### config.mk
export PLATFORM = sky130hd
export DESIGN_NAME = pc_fetch_ctrl
export DESIGN_NICKNAME = d
export VERILOG_FILES = /design/src/rtl/pc_fetch_ctrl.sv
export SDC_FILE = /design/constraint.sdc
export NUM_CORES = 1
export LEC_CHECK = 0
export BUFFER_PORTS_ARGS = -buffer_cell sky130_fd_sc_hd__buf_2
export CORE_MARGIN = 2
export CORE_UTILIZATION = 40
export CTS_CLUSTER_DIAMETER = 80
export DETAILED_ROUTE_END_ITERATION = 8
export GPL_ROUTABILITY_DRIVEN = 0
export HOLD_SLACK_MARGIN = 0.12
export PLACE_DENSITY = 0.85
export SLEW_MARGIN = 15
export SYNTH_ARGS = -nofsm -noshare
export SYNTH_HDL_FRONTEND = slang
export SYNTH_SLANG_ARGS = --single-unit
export TNS_END_PERCENT = 50
### constraint.sdc
create_clock -name clk -period 1.9 [get_ports clk]
set_clock_uncertainty 0.1 [all_clocks]
set_input_delay 0.19 -clock clk [delete_from_list [all_inputs] [get_ports clk]]
set_output_delay 0.19 -clock clk [all_outputs]
set_load 0.02 [all_outputs]
### src/rtl/pc_fetch_ctrl.sv
// Program-counter and instruction-fetch request controller for the core front end.
// Arbitrates prioritised redirects, sequential stepping (2/4 bytes) and a valid/ready fetch handshake.
module pc_fetch_ctrl #(
  parameter int              PC_W     = 32,
  parameter logic [PC_W-1:0] RESET_PC = '0,
  parameter int              NRED     = 4,
  parameter bit              C_EXT    = 1'b1
) (
  input  logic                 clk,
  input  logic                 rst,
  input  logic [NRED-1:0]      redirect_valid,
  input  logic [NRED*PC_W-1:0] redirect_pc,
  input  logic                 stall,
  input  logic                 halt,
  input  logic                 step_half,
  output logic                 fetch_req_valid,
  output logic [PC_W-1:0]      fetch_req_pc,
  input  logic                 fetch_req_ready,
  output logic [NRED-1:0]      redirect_ack,
  output logic                 redirect_misalign
);

  typedef enum logic [1:0] {
    BOOT   = 2'd0,
    FETCH  = 2'd1,
    HALTED = 2'd2
  } state_t;

  // Low PC bits that must be zero: bit 0 with compressed support, bits 1:0 without.
  localparam logic [PC_W-1:0] LOW_MASK = C_EXT ? PC_W'(1) : PC_W'(3);

  state_t            state_q, state_d;
  logic [PC_W-1:0]   pc_q, pc_d;
  logic              valid_q, valid_d;
  logic [NRED-1:0]   ack_q, ack_d;
  logic              mis_q, mis_d;

  logic              red_any;
  logic [NRED-1:0]   red_onehot;
  logic [PC_W-1:0]   red_target;
  logic [PC_W-1:0]   step_amt;
  logic              fire;

  // Priority encoder: scanning downward lets the lowest set index overwrite the rest.
  always_comb begin
    // NOTE: every always_comb output gets a default first so no path leaves it unassigned (no latch).
    red_onehot = '0;
    red_target = '0;
    for (int i = NRED - 1; i >= 0; i--) begin
      if (redirect_valid[i]) begin
        red_onehot    = '0;
        red_onehot[i] = 1'b1;
        red_target    = redirect_pc[i*PC_W +: PC_W];
      end
    end
  end

  assign red_any  = |redirect_valid;
  assign step_amt = (C_EXT && step_half) ? PC_W'(2) : PC_W'(4);
  assign fire     = valid_q & fetch_req_ready;

  always_comb begin
    state_d = state_q;
    pc_d    = pc_q;
    valid_d = valid_q;
    ack_d   = '0;
    mis_d   = 1'b0;
    if (red_any) begin
      // A redirect overrides stall, halt and any pending unaccepted request.
      state_d = FETCH;
      pc_d    = red_target & ~LOW_MASK;
      valid_d = 1'b1;
      ack_d   = red_onehot;
      mis_d   = |(red_target & LOW_MASK);
    end else begin
      unique case (state_q)
        BOOT: begin
          state_d = FETCH;
          valid_d = 1'b1;
        end
        FETCH: begin
          valid_d = 1'b1;
          if (fire && !stall) pc_d = pc_q + step_amt;
          if (halt) begin
            state_d = HALTED;
            valid_d = 1'b0;
          end
        end
        HALTED: begin
          valid_d = 1'b0;
        end
        default: begin
          state_d = BOOT;
          valid_d = 1'b0;
        end
      endcase
    end
  end

  // NOTE: state registers use non-blocking assignments so every flop samples pre-edge values.
  always_ff @(posedge clk) begin
    if (rst) begin
      state_q <= BOOT;
      pc_q    <= RESET_PC;
      valid_q <= 1'b0;
      ack_q   <= '0;
      mis_q   <= 1'b0;
    end else begin
      state_q <= state_d;
      pc_q    <= pc_d;
      valid_q <= valid_d;
      ack_q   <= ack_d;
      mis_q   <= mis_d;
    end
  end

  assign fetch_req_valid   = valid_q;
  assign fetch_req_pc      = pc_q;
  assign redirect_ack      = ack_q;
  assign redirect_misalign = mis_q;

endmodule

=== Word level (Yosys, flattened, before mapping) ===
Index checks and enable logic that the tools add are counted.

* Flip-flop bits (word level): 40
* Output and inout bits: 38
* Word-level logic and storage cells: 52

* Add/subtract/negate cells: 1
* Eq/ne operators: 5
* Multiplexer cells: 18
* Bitwise gates (word level): 3
* Reduce and logical (&&, ||, !) cells: 15

{| class="wikitable"
|+ Operators by type and width
! kind !! number
|-
| $mux W32 || 7
|-
| $add A32 B3 Y32 || 1
|-
| $reduce_or A5 Y1 || 2
|-
| $reduce_and A2 Y1 || 4
|-
| $reduce_or A4 Y1 || 2
|-
| $mux W3 || 2
|-
| $pmux W2 S3 || 1
|-
| $mux W1 || 4
|-
| $mux W2 || 2
|-
| $mux W4 || 1
|-
| $ne A2 B2 Y1 const B || 2
|-
| $reduce_bool A2 Y1 || 2
|-
| $ne A3 B3 Y1 const B || 1
|-
| $reduce_or A3 Y1 || 1
|-
| $eq A2 B1 Y1 const B || 1
|-
| $eq A2 B2 Y1 const B || 1
|-
| $logic_not A2 Y1 || 1
|-
| $not A1 Y1 || 2
|-
| $pmux W1 S2 || 1
|-
| $reduce_or A2 Y1 || 1
|-
| $and A1 B1 Y1 || 1
|-
| $logic_and A1 B1 Y1 || 1
|-
| $logic_not A1 Y1 || 1
|}

=== Depth between registers and ports, before layout ===
* Depth in word-level cells: 5
* Gate-level depth with buffers: 8
* Gate-level depth less buffers: 7

=== Worst setup path after synthesis ===
OpenSTA, ideal clock, no wires.

* Kind: register to register
* From: reg pc_q[1] (netlist: fetch_req_pc[1])
* To: reg pc_q[13] (netlist: fetch_req_pc[13])
* Arrival time: 1995 ps
* Required time: 1666 ps
* Setup slack: -329 ps
* Stages on the path, launching flop included: 8
* Path buffers: 0
* Cells stage by stage: dfxtp_1 ha_1 inv_1 fa_1 nor3b_4 nor4b_2 xnor2_1 o22ai_1

* Word-level cells in the longest chain between the ends: 4

{| class="wikitable"
|+ Ends and longest elaborated chain
! what !! line !! RTL
|-
| from (decl) || 33 || <nowiki>logic [PC_W-1:0] pc_q, pc_d;</nowiki>
|-
| from (signal assigned) || 110 || <nowiki>pc_q <= pc_d;</nowiki>
|-
| $add A32 B3 Y32 || 83 || <nowiki>if (fire && !stall) pc_d = pc_q + step_amt;</nowiki>
|-
| $mux W32 || 83 ||
|-
| $mux W32 || 76 || <nowiki>unique case (state_q)</nowiki>
|-
| $mux W32 || 68 || <nowiki>if (red_any) begin</nowiki>
|}

No other way between the ends. The select of a mux whose other input is x is not followed.
A chain may end at the register's enable or synchronous reset.

=== Final worst setup path ===
Same ends and word-level chain as after synthesis.

==> flow_summary.json <==
{
  "synth.area.top_cells": "dfxtp_1 (27%), a21oi_1 (5.0%), a221oi_1 (4.8%)",
  "yosys_warnings": 0,
  "drtIter0Drc": 363,
  "initial_utilization_pct": 40.8,
  "synth.net_count": 509,
  "synth_cell_types": 61,
  "grt_pass1_wl_um": 17900,
  "r2r_end": "fetch_req_pc[13]",
  "p_leak_nw": 2.00,
  "worst_setup_path_start_kind": "flip-flop",
  "yosysTopAreaCell": "dfxtp_1",
  "wl_per_cell_um": 17.8,
  "syn_to_final_growth_pct": 50.2,
  "ys_ff_latch": 39,
  "grt_pass1_vias": 3570,
  "pre_cts_slack_ns": -0.189,
  "clkTransAtPathRegs_ns": 0.07,
  "synth_async_sr_flop_share_pct": 0,
  "htreeDepth": 2,
  "cpMaxStageDelayCell": "fa_2",
  "cp.depth": 8,
  "diodes": 0,
  "path_delay_family": "adder cells",
  "worst_hold_path_type": "in -> reg",
  "min_from": "redirect_pc[120]",
  "path_cells": "ha_4, inv_2, fa_2, nor3b_4, buf_12, nor4b_4, xnor2_1, o22ai_1",
  "drive_gt1_share_pct": 46.1,
  "synth.avg_cell_area_um2": 7.95,
  "grt_max_degree": 33,
  "cp.buffers_inverters": 2,
  "cts_root_buf": "clkbuf_8",
  "finalHoldViolCount": 0,
  "synth-simple-area-share_pct": 27.4,
  "critPathMaxFanout": 10,
  "setup_viol_count_final": 8,
  "period_share_pct": 103,
  "synth_seq_area_share_pct": 26.7,
  "crit_path_end": "fetch_req_pc[13]",
  "slew_viol_final": 0,
  "synth_top_family_by_area": "compound AO/OA/AOI/OAI gates",
  "cts_tree": "yes",
  "clk_latency_ns": 0.29,
  "synth_area_um2": 2930,
  "rows": 31,
  "finalInstanceArea_um2": 4400,
  "grtUsageTotal_pct": 29.3,
  "place_area_um2": 4180,
  "drv_cap": 0,
  "synthMuxAreaShare_pct": 1.75,
  "ioPinCount": 176,
  "grt_antenna_before_repair": 0,
  "clockBufferDepth": 2,
  "die_w_um": 89.5,
  "vias": 3898,
  "setup_ws_ns": -0.0599,
  "critPathArrivalTime_ns": 2.03,
  "wl_um": 11900,
  "worstSetupEndpointType": "flip-flop",
  "hold_depth": 3,
  "clock_sinks": 39,
  "irDropWorstVdd_v": 0.000285,
  "post-dp-hpwl_um": 9520,
  "fmax_ghz": 0.510,
  "synth_fa_ha_area_share_pct": 1.54,
  "ant_nets": 0,
  "slowest_delay_ns": 0.38,
  "tightest_slew_ns": 0.558,
  "synth_compound_area_share_pct": 29.7,
  "drc_errors": 0,
  "finalNetCount": 712,
  "status": "finished with violations",
  "die_y_um": 89.5,
  "port_buffers": 174,
  "die_area_um2": 8020,
  "reg2regPathDepth": 8,
  "cp_data_required_time_ns": 1.97,
  "violations": "setup timing",
  "syn_inst": 368,
  "synth_xor_area_share_pct": 6.28,
  "numCtsBuffers": 5,
  "r2r_slack_ns": -0.06,
  "rsz0062_at_grt": "yes",
  "cp-startpoint": "fetch_req_pc[1]",
  "pwr_density_cell_nw_per_um2": 510,
  "slew_headroom_pct": 62.8,
  "worstSetupPathType": "reg -> reg",
  "via_per_inst": 5.83,
  "synth_edf_count": 0,
  "grt_overflow_total": 0,
  "synth.top_cell.area_share_pct": 26.7,
  "min_period_ns": 1.96,
  "first_pass_iters": 7,
  "nFillCells": 623,
  "rr_startpoint": "fetch_req_pc[1]",
  "ys.flop_type": "dfxtp_1",
  "core_area_um2": 7180
}
-- how the worst min path moves through the flow --
stage	endpoint	slack (ns)
global placement	redirect_misalign	0.41
CTS	fetch_req_pc[24]	0.12
global route	state_q[0]	0.14
floorplan	redirect_ack[3]	0.25
detailed placement	fetch_req_pc[24]	0.42
finish	fetch_req_pc[24]	0.12
-- kinds of logic after synthesis --
group	count (synthesis)
AND/OR/NAND/NOR	132
AO/OA/AOI/OAI	124
other	1
flip-flops	39
multiplexers	5
adder cells (fa/ha/maj)	3
XOR/XNOR	21
buffers and inverters	43
-- layer usage --
metal | GRT usage, % | vias up | share of wire, %
li1 | - | 1819 | -
met1 | 37.6 | 1835 | 41
met2 | 48.6 | 216 | 48
met3 | 7.11 | 28 | 8.9
met4 | 8.82 | 0 | 2.2
met5 | 0 | - | 0
-- cell type report --
cell class	count	area (µm²)	share of cell area [%]
clock buffers	6	72.6	1.65
inverters	12	45.0	1.02
multi-input cells	286	2060	46.8
flip-flops and latches	39	786	17.9
well taps	99	124	2.82
repair buffers	227	1310	29.8
-- report_power, final --
part / switching [W] / leakage (nW) / internal (W)
Sequential: 0.0000624 / 0.325 / 0.000879
Clock: 0.000280 / 0.0371 / 0.000245
Combinational: 0.000423 / 1.63 / 0.000354
-- synthesized netlist by cell type, drive strengths merged (4+ instances only) --
master and n:
and3 5, xnor2 7, a221oi 16, nand2 22, xor2 14, nand4 22, dfxtp 39, o221ai 4
inv 12, o211ai 6, mux2i 4, and2 5, o32ai 6, nor2 23, a211oi 6, a21oi 29
o21ai 14, a22oi 5, buf 21, clkbuf 10, o22ai 21, nand3 12, nor3 11, nand2b 5
a221o 4, nor2b 7, nor4 7
-- cells in the final DEF (no fill, tap or decap), drive strengths merged, types with 2 or more instances in the layout --
cell         instances
a211oi               6
a21oi               29
a221o                4
a221oi              16
a22oi                5
a311oi               2
and2                 5
and3                 5
buf                225
clkbuf               6
dfxtp               39
dlygate4sd3          2
ha                   2
inv                 12
mux2i                4
nand2               22
nand2b               5
nand3               12
nand4               22
nor2                23
nor2b                7
nor3                11
nor3b                3
nor4                 7
nor4b                3
o211ai               6
o21ai               14
o221ai               4
o22ai               21
o31ai                3
o32ai                6
or2                  2
or4                  2
xnor2                7
xor2                14
-- flip-flops by register name (all words and copies together), names as in the netlist --
name	cells
redirect_misalign	1
redirect_ack	4
fetch_req_pc	31
fetch_req_valid	1
state_q	2
-- worst min-delay path, stage by stage --
cell and delay (ns):
buf_2 0.07, a221oi_1 0.07, o22ai_1 0.14
-- repair_timing --
item | 4_1_cts | 5_1_grt
hold endpoints to repair | 1 | 0
endpoints found under the setup margin | 14 | 19
pin swaps | 9 | 9
buffers inserted | 1 | 4
gates resized for setup | 4 | 11
hold buffers | 2 | 0
-- per-stage QoR --
step | hold slack, ns | setup TNS (ns) | instances | power [W] | util (%)
floorplan | 0.247 | -0.562 | 368 | 0.00134 | -
global placement | 0.405 | -0.252 | 656 | 0.00169 | 58.3
detailed placement | 0.422 | -0.891 | 656 | 0.00171 | 58.3
CTS | 0.123 | -0.446 | 665 | 0.00222 | 60.0
global route | 0.137 | -0.996 | 669 | 0.00234 | 61.3
finish | 0.123 | -0.287 | 669 | 0.00224 | 61.3
No activity file was read; power rests on OpenSTA's default activity.
